### src/rtl/cpu_pkg.sv
// Shared CPU pipeline definitions: NOP encoding, PC increment, default widths
// and the {pc, instr} entry type carried between fetch and decode.
package cpu_pkg;

    localparam int unsigned DEF_ADDR_W = 32;
    localparam int unsigned DEF_DATA_W = 32;
    localparam int unsigned PC_INCR    = 4;

    // sll $0,$0,0
    localparam logic [31:0] NOP_INSTR = 32'h0000_0000;

    typedef struct packed {
        logic [DEF_ADDR_W-1:0] pc;
        logic [DEF_DATA_W-1:0] instr;
    } fetch_entry_t;

endpackage

### src/rtl/fetchq_storage.sv
// DEPTH x WIDTH register array: one synchronous write port, one async read port.
// Contents are not reset; occupancy tracking in the parent decides validity.
module fetchq_storage #(
    parameter int unsigned DEPTH = 2,
    parameter int unsigned WIDTH = 64,
    localparam int unsigned PTR_W = $clog2(DEPTH)
) (
    input  logic             clk,
    input  logic             we,
    input  logic [PTR_W-1:0] waddr,
    input  logic [WIDTH-1:0] wdata,
    input  logic [PTR_W-1:0] raddr,
    output logic [WIDTH-1:0] rdata
);

    logic [WIDTH-1:0] mem [DEPTH];

    // Write the presented entry at the write pointer
    always_ff @(posedge clk) begin
        if (we) begin
            mem[waddr] <= wdata;
        end
    end

    assign rdata = mem[raddr];

endmodule

### src/rtl/if_id_fetch_queue.sv
// IF/ID decoupling queue: buffers {PC, instruction} pairs from fetch and
// hands them to decode in order over a valid/ready handshake. Flush drops
// everything on redirect. An empty queue presents a NOP bubble at PC 0.
// Optional: define FETCHQ_STATS_EN to add StallCycles / FlushedWords counters.
module if_id_fetch_queue
    import cpu_pkg::*;
#(
    parameter int unsigned DEPTH  = 2,
    parameter int unsigned ADDR_W = DEF_ADDR_W,
    parameter int unsigned DATA_W = DEF_DATA_W
) (
    input  logic                  Clk,
    input  logic                  Reset,
    input  logic                  Flush,
    input  logic                  InValid,
    input  logic [ADDR_W-1:0]     InPC,
    input  logic [DATA_W-1:0]     InInstr,
    output logic                  InReady,
    output logic                  OutValid,
    output logic [ADDR_W-1:0]     OutPC,
    output logic [ADDR_W-1:0]     OutPCPlus4,
    output logic [DATA_W-1:0]     OutInstr,
    input  logic                  OutReady,
    output logic [$clog2(DEPTH):0] Count
`ifdef FETCHQ_STATS_EN
    ,
    output logic [15:0]           StallCycles,
    output logic [15:0]           FlushedWords
`endif
);

    localparam int unsigned PTR_W = $clog2(DEPTH);
    localparam int unsigned CNT_W = PTR_W + 1;
    localparam int unsigned ENT_W = ADDR_W + DATA_W;

    logic [PTR_W-1:0] wptr;
    logic [PTR_W-1:0] rptr;
    logic [CNT_W-1:0] cnt;
    logic             push;
    logic             pop;
    logic [ENT_W-1:0] head;

    assign InReady  = (cnt < CNT_W'(DEPTH));
    assign OutValid = (cnt != '0);
    assign push     = InValid && InReady;
    assign pop      = OutValid && OutReady;
    assign Count    = cnt;

    fetchq_storage #(
        .DEPTH (DEPTH),
        .WIDTH (ENT_W)
    ) u_storage (
        .clk   (Clk),
        .we    (push && !Flush),
        .waddr (wptr),
        .wdata ({InPC, InInstr}),
        .raddr (rptr),
        .rdata (head)
    );

    // Head fields; an empty queue shows a NOP at PC 0 so decode sees a bubble
    always_comb begin
        OutPC    = '0;
        OutInstr = DATA_W'(NOP_INSTR);
        if (OutValid) begin
            OutPC    = head[ENT_W-1:DATA_W];
            OutInstr = head[DATA_W-1:0];
        end
    end

    assign OutPCPlus4 = OutPC + ADDR_W'(PC_INCR);

    // Pointer and occupancy update; flush wins over push and pop
    always_ff @(posedge Clk or posedge Reset) begin
        if (Reset) begin
            wptr <= '0;
            rptr <= '0;
            cnt  <= '0;
        end else if (Flush) begin
            wptr <= '0;
            rptr <= '0;
            cnt  <= '0;
        end else begin
            if (push) begin
                wptr <= wptr + PTR_W'(1);
            end
            if (pop) begin
                rptr <= rptr + PTR_W'(1);
            end
            if (push && !pop) begin
                cnt <= cnt + CNT_W'(1);
            end else if (pop && !push) begin
                cnt <= cnt - CNT_W'(1);
            end
        end
    end

`ifdef FETCHQ_STATS_EN
    logic [16:0] stall_sum;
    logic [16:0] flushed_sum;

    // Saturating sums for the statistics counters
    always_comb begin
        stall_sum   = {1'b0, StallCycles} + 17'(1);
        flushed_sum = {1'b0, FlushedWords} + 17'(cnt) + 17'(push);
    end

    // Statistics survive Flush; only Reset clears them
    always_ff @(posedge Clk or posedge Reset) begin
        if (Reset) begin
            StallCycles  <= '0;
            FlushedWords <= '0;
        end else begin
            if (InValid && !InReady) begin
                StallCycles <= stall_sum[16] ? 16'hFFFF : stall_sum[15:0];
            end
            if (Flush) begin
                FlushedWords <= flushed_sum[16] ? 16'hFFFF : flushed_sum[15:0];
            end
        end
    end
`endif

endmodule
### config.mk
export PLATFORM = sky130hd
export DESIGN_NAME = if_id_fetch_queue
export DESIGN_NICKNAME = d
export VERILOG_FILES = /design/src/rtl/cpu_pkg.sv /design/src/rtl/fetchq_storage.sv /design/src/rtl/if_id_fetch_queue.sv
export SDC_FILE = /design/constraint.sdc
export NUM_CORES = 1
export LEC_CHECK = 0
export ABC_AREA = 1
export BUFFER_PORTS_ARGS = -buffer_cell sky130_fd_sc_hd__buf_4
export CAP_MARGIN = 40
export CORE_MARGIN = 2
export CORE_UTILIZATION = 40
export CTS_BUF_LIST = sky130_fd_sc_hd__clkbuf_8
export DETAILED_ROUTE_END_ITERATION = 7
export MAX_ROUTING_LAYER = met4
export PLACE_DENSITY = 0.72
export REMOVE_ABC_BUFFERS = 1
export SLEW_MARGIN = 20
export SYNTH_ARGS = -nofsm -noshare
export SYNTH_HDL_FRONTEND = slang
export SYNTH_SLANG_ARGS = --single-unit
### constraint.sdc
create_clock -name Clk -period 6.7 [get_ports Clk]
set_clock_uncertainty 0.1 [all_clocks]
set_input_delay 1.34 -clock Clk [delete_from_list [all_inputs] [get_ports Clk]]
set_output_delay 1.34 -clock Clk [all_outputs]
set_load 0.01 [all_outputs]
# After elaboration in Yosys (flattened, before gate mapping)
# Memory sizes are Yosys's and may differ from the RTL's.
# Index checks and enable logic that the tools add are counted.
# W data, S select, Z words.
# totals
ff_bits	4
ram_bits	128
output_inout_bits	100
word_cells	33
n_memories	1
# classes
addsub	5
magnitude_cmp	1
mux	11
reduce_logical	12
# memory_table
name	words	word_bits	rd	rd_ports_with_merged_regs	write_ports	line_no	source
u_storage.mem	2	64	1	0	1	fetchq_storage.sv:16	logic [WIDTH-1:0] mem [DEPTH];
# ops
operator	count
$mux W32	2
$add A32 B3 Y32 const B	1
$mux W1	6
$mux W2	3
$reduce_bool A2 Y1	3
$logic_and A1 B1 Y1	5
$logic_not A1 Y1	3
$reduce_bool A3 Y1	1
$add A1 B1 Y1 const B	2
$add A2 B1 Y2 const B	1
$lt A2 B2 Y1 const B	1
$sub A2 B1 Y2 const B	1

# Depth between registers and ports, before layout
# depth
word_depth	7
depth_mapped	15
ltp_nobuf	13

# By module
# From an unflattened synthesis, not the netlist that was laid out.
# hier_totals
hier_cells	699
area_unflattened_um2	6532.5
# by_module_without_submodules
module	n_inst	cells_per_inst	area_per_inst_um2	seq_area_each_um2
fetchq_storage	1	338	4703.3	3843.7
if_id_fetch_queue	1	361	1829.3	100.1

# Least setup slack after synthesis
# OpenSTA, ideal clock, no wires.
# synth_timing
kind	input to register
startpoint	input InValid
endpoint	memory u_storage.mem[0][0], enable pin
setup_time_ps	486
arrival_time_ps	4288
required_time_ps	6114
slack_ps	1826
path_stages	4
path_cell_list	inv_1 > nor2_1 > nand2_1 > nor2_1
# synth_between
elab_chain_len	4
# synth_lines
element	line_no	source
from (decl)	if_id_fetch_queue.sv:15	input logic InValid,
$logic_and A1 B1 Y1	if_id_fetch_queue.sv:45	assign push = InValid && InReady;
$logic_and A1 B1 Y1	if_id_fetch_queue.sv:54	.we (push && !Flush),
$mux W1	fetchq_storage.sv:20	if (we) begin
$mux W1 (implied by the code)	fetchq_storage.sv:21	mem[waddr] <= wdata;
to (decl)	fetchq_storage.sv:16	
# Every way passes these cells.

# Final worst setup path
# layout_timing
startpoint	register rptr
endpoint	output OutPCPlus4[28]
# layout_between
elab_chain_len	3
# layout_lines
element	line_no	source
from (decl)	if_id_fetch_queue.sv:37	logic [PTR_W-1:0] rptr;
from (signal assigned)	if_id_fetch_queue.sv:88	rptr <= rptr + PTR_W'(1);
$mem_v2 Z2 W64	--	
$mux W32	if_id_fetch_queue.sv:65	if (OutValid) begin
$add A32 B3 Y32	if_id_fetch_queue.sv:71	assign OutPCPlus4 = OutPC + ADDR_W'(PC_INCR);
to (decl)	if_id_fetch_queue.sv:21	output logic [ADDR_W-1:0] OutPCPlus4,
# Every way passes these cells.

==> results.sh <==
export IMPL_status="completed"
export IMPL_drtPass1Iterations=5
export IMPL_htree_levels=4
export IMPL_grt_pass1_wl_um=22800
export IMPL_io_buffers=168
export IMPL_synthCells=614
export IMPL_critPathLaunchType="flop"
export IMPL_fp_dieH_um=128
export IMPL_dpl_worst_slack_ps=2630
export IMPL_dpl_hpwl_um=10400
export IMPL_synth_seq_cells=132
export IMPL_dieWidth_um=128
export IMPL_hold_viol=0
export IMPL_holdPathEnd="wptr"
export IMPL_ys_flop_type="edfxtp_1"
export IMPL_clk_pin_slew_ps=70
export IMPL_hold_start="wptr"
export IMPL_dp_cells=950
export IMPL_relSlewSlack_pct=52.7
export IMPL_critical_path_max_fanout=64
export IMPL_cts_sinks=132
export IMPL_r2r_setup_slack_ps=4220
export IMPL_finalWirelength_um=14800
export IMPL_synth_seq_area_share_pct=64.3
export IMPL_grt_pass1_vias=4587
export IMPL_grt_ovfl_total=0
export IMPL_cts_buffer_depth=2
export IMPL_detail_route_antenna_nets=0
export IMPL_vias=4687
export IMPL_finalCritPeriodShare_pct=66.9
export IMPL_avgRoutedWirePerCell_um=15.0
export IMPL_syn2layout_area_growth_pct=29.4
export IMPL_p_total_uw=2410
export IMPL_synth_async_reset_ratio_pct=3.03
export IMPL_period_needed_ps=4480
export IMPL_yosys_warnings=0
export IMPL_drv_slew=0
export IMPL_synth_top_area_share_pct=62.7
export IMPL_max_vdd_ir_drop_mv=0.178
export IMPL_start_util_pct=40.6
export IMPL_critPathKind="flop to output pin"
export IMPL_cp_end_kind="output pin"
export IMPL_netlist_area_sq_mm=0.00613
export IMPL_netlist_top_cells_area="edfxtp_1, nand2_1, nand3_1"
export IMPL_clk_insertion_delay_late_ps=420
export IMPL_ctsHoldBuffers=0
export IMPL_whs_path_depth=1
export IMPL_dpl_cell_area_sq_mm=0.00753
export IMPL_yosysTopAreaCell="edfxtp_1"
export IMPL_required_ps=5260
export IMPL_io_pin_count=169
export IMPL_fin_area_sq_mm=0.00793
export IMPL_cts_tree="yes"
export IMPL_gp_congestion=0.823
export IMPL_drtIter0Drc=298
export IMPL_fmax_ghz=0.223
export IMPL_viasPerCell=4.77
export IMPL_dieArea_sq_mm=0.0163
export IMPL_avgSynthCellArea_sq_um=9.99
export IMPL_setup_slack_ps=2220
export IMPL_grt_max_degree=65
export IMPL_core_sq_mm=0.0151
export IMPL_worstMarginPinSlew_ps=710
export IMPL_track_usage_pct=19.0
export IMPL_p_per_area_mw_per_mm2=303
export IMPL_r2r_end="u_storage.mem[1][53]"
export IMPL_cts_repair_resized=0
export IMPL_antenna_found_initial=1
export IMPL_max_cap_violations=0
export IMPL_crit_arrival_ps=3040
export IMPL_synth_edf_count=128
export IMPL_cts_buffers_inserted=17
export IMPL_yosysUniqueCellTypes=26
export IMPL_setup_tns_final_ps=0
export IMPL_r2r_start="Count[1]"
export IMPL_setup_viol=0
export IMPL_grt_setup_unrepaired="false"
export IMPL_hp_class="flop to flop"
export IMPL_fin_cells=982
export IMPL_rows=45
export IMPL_drive_gt1_share_pct=30.0
export IMPL_cts_setup_buffers=0
export IMPL_drcViolationCount=0
export IMPL_ff2ff_path_depth=4
export IMPL_cts_root_buf="clkbuf_8"
export IMPL_power_leakage_uw=0.00343
export IMPL_layout_nets=852
## report_power, final
part / total, uW / internal (uW) / switching [uW]
clock network: 621 / 325 / 296
logic: 809 / 321 / 488
registers: 977 / 962 / 14.7
total: 2410 / 1610 / 799
## state kept, by name, summed over array words and instances (netlist names)
signal and cells:
u_storage.mem 128, wptr 1, Count 2, rptr 1
## cell type report
cell class / count / area, sq um
sequential: 132 / 3950
clock buffer: 17 / 234
multi-input combinational: 409 / 1860
clock inverter: 13 / 138
timing repair buffer: 175 / 1350
tap: 188 / 235
inverter: 47 / 176
fill: 1361 / 7160
antenna: 1 / 2.50
## per-stage QoR
| step | utilization (%) | hold WS, ps |
|---|---|---|
| floorplan | - | 381 |
| global placement | 49.8 | 457 |
| detailed placement | 49.9 | 469 |
| CTS | 52.4 | 479 |
| global route | 52.6 | 500 |
| finish | 52.6 | 478 |
## per-layer routing
| metal | GRT usage, % | vias up | part of all wire (%) |
|---|---|---|---|
| met5 | - | - | 0 |
| met4 | 5.62 | 0 | 1.6 |
| met3 | 5.97 | 16 | 8.2 |
| met2 | 30.5 | 182 | 48 |
| met1 | 23.2 | 2145 | 43 |
| li1 | - | 2344 | - |
## worst max path at each step
stage / from / endpoint / cells past startpoint / slack [ps]
after floorplan: Count[0] / OutPCPlus4[12] / 10 / 1800
after global placement: Count[1] / OutPCPlus4[28] / 14 / 2520
after detailed placement: rptr / OutPCPlus4[12] / 11 / 2630
after CTS: rptr / OutPCPlus4[12] / 11 / 2160
after global routing: rptr / OutPCPlus4[28] / 13 / 1990
final: rptr / OutPCPlus4[28] / 13 / 2220
## cells in the mapped netlist, types with 2 or more instances
master	number
nand2_1	242
clkbuf_1	5
inv_2	2
a21oi_1	37
o21ai_0	3
buf_6	6
buf_4	3
inv_1	45
nor2_4	3
xor2_1	15
buf_2	10
edfxtp_1	128
nor2_2	11
nor2_1	42
nand2_2	7
dfrtp_1	4
nand3_1	40
nand3_2	3
## critical path, cell delays in order, from the launching register on
cell,delay [ps]
dfrtp_2,360
buf_4,570
or2_2,220
nand2_1,120
inv_1,140
ha_1,230
inv_1,90
nor2_2,270
nand2_2,140
nor2_2,160
nand2_1,70
nand2_1,60
nand2_1,40
buf_4,130
## cells in the final DEF (no fill, tap or decap), drive strengths merged
master,count
clkbuf,17
bufinv,2
a21oi,37
ha,1
edfxtp,128
nand3,44
dfrtp,4
clkinv,4
nor2,56
inv,48
buf,175
diode,1
nand2,250
xor2,15
or2,1
o21ai,3
o22ai,1
nor3,1
clkinvlp,6
## logic make-up after synthesis
kind of cell             share of synthesized area (%)
flip-flops                                        64.3
AO/OA/AOI/OAI                                     3.37
buffers and inverters                             5.78
AND/OR/NAND/NOR                                   24.2
XOR/XNOR                                          2.14
adder cells (fa/ha/maj)                          0.204
Power figures use the tool's default switching activity.
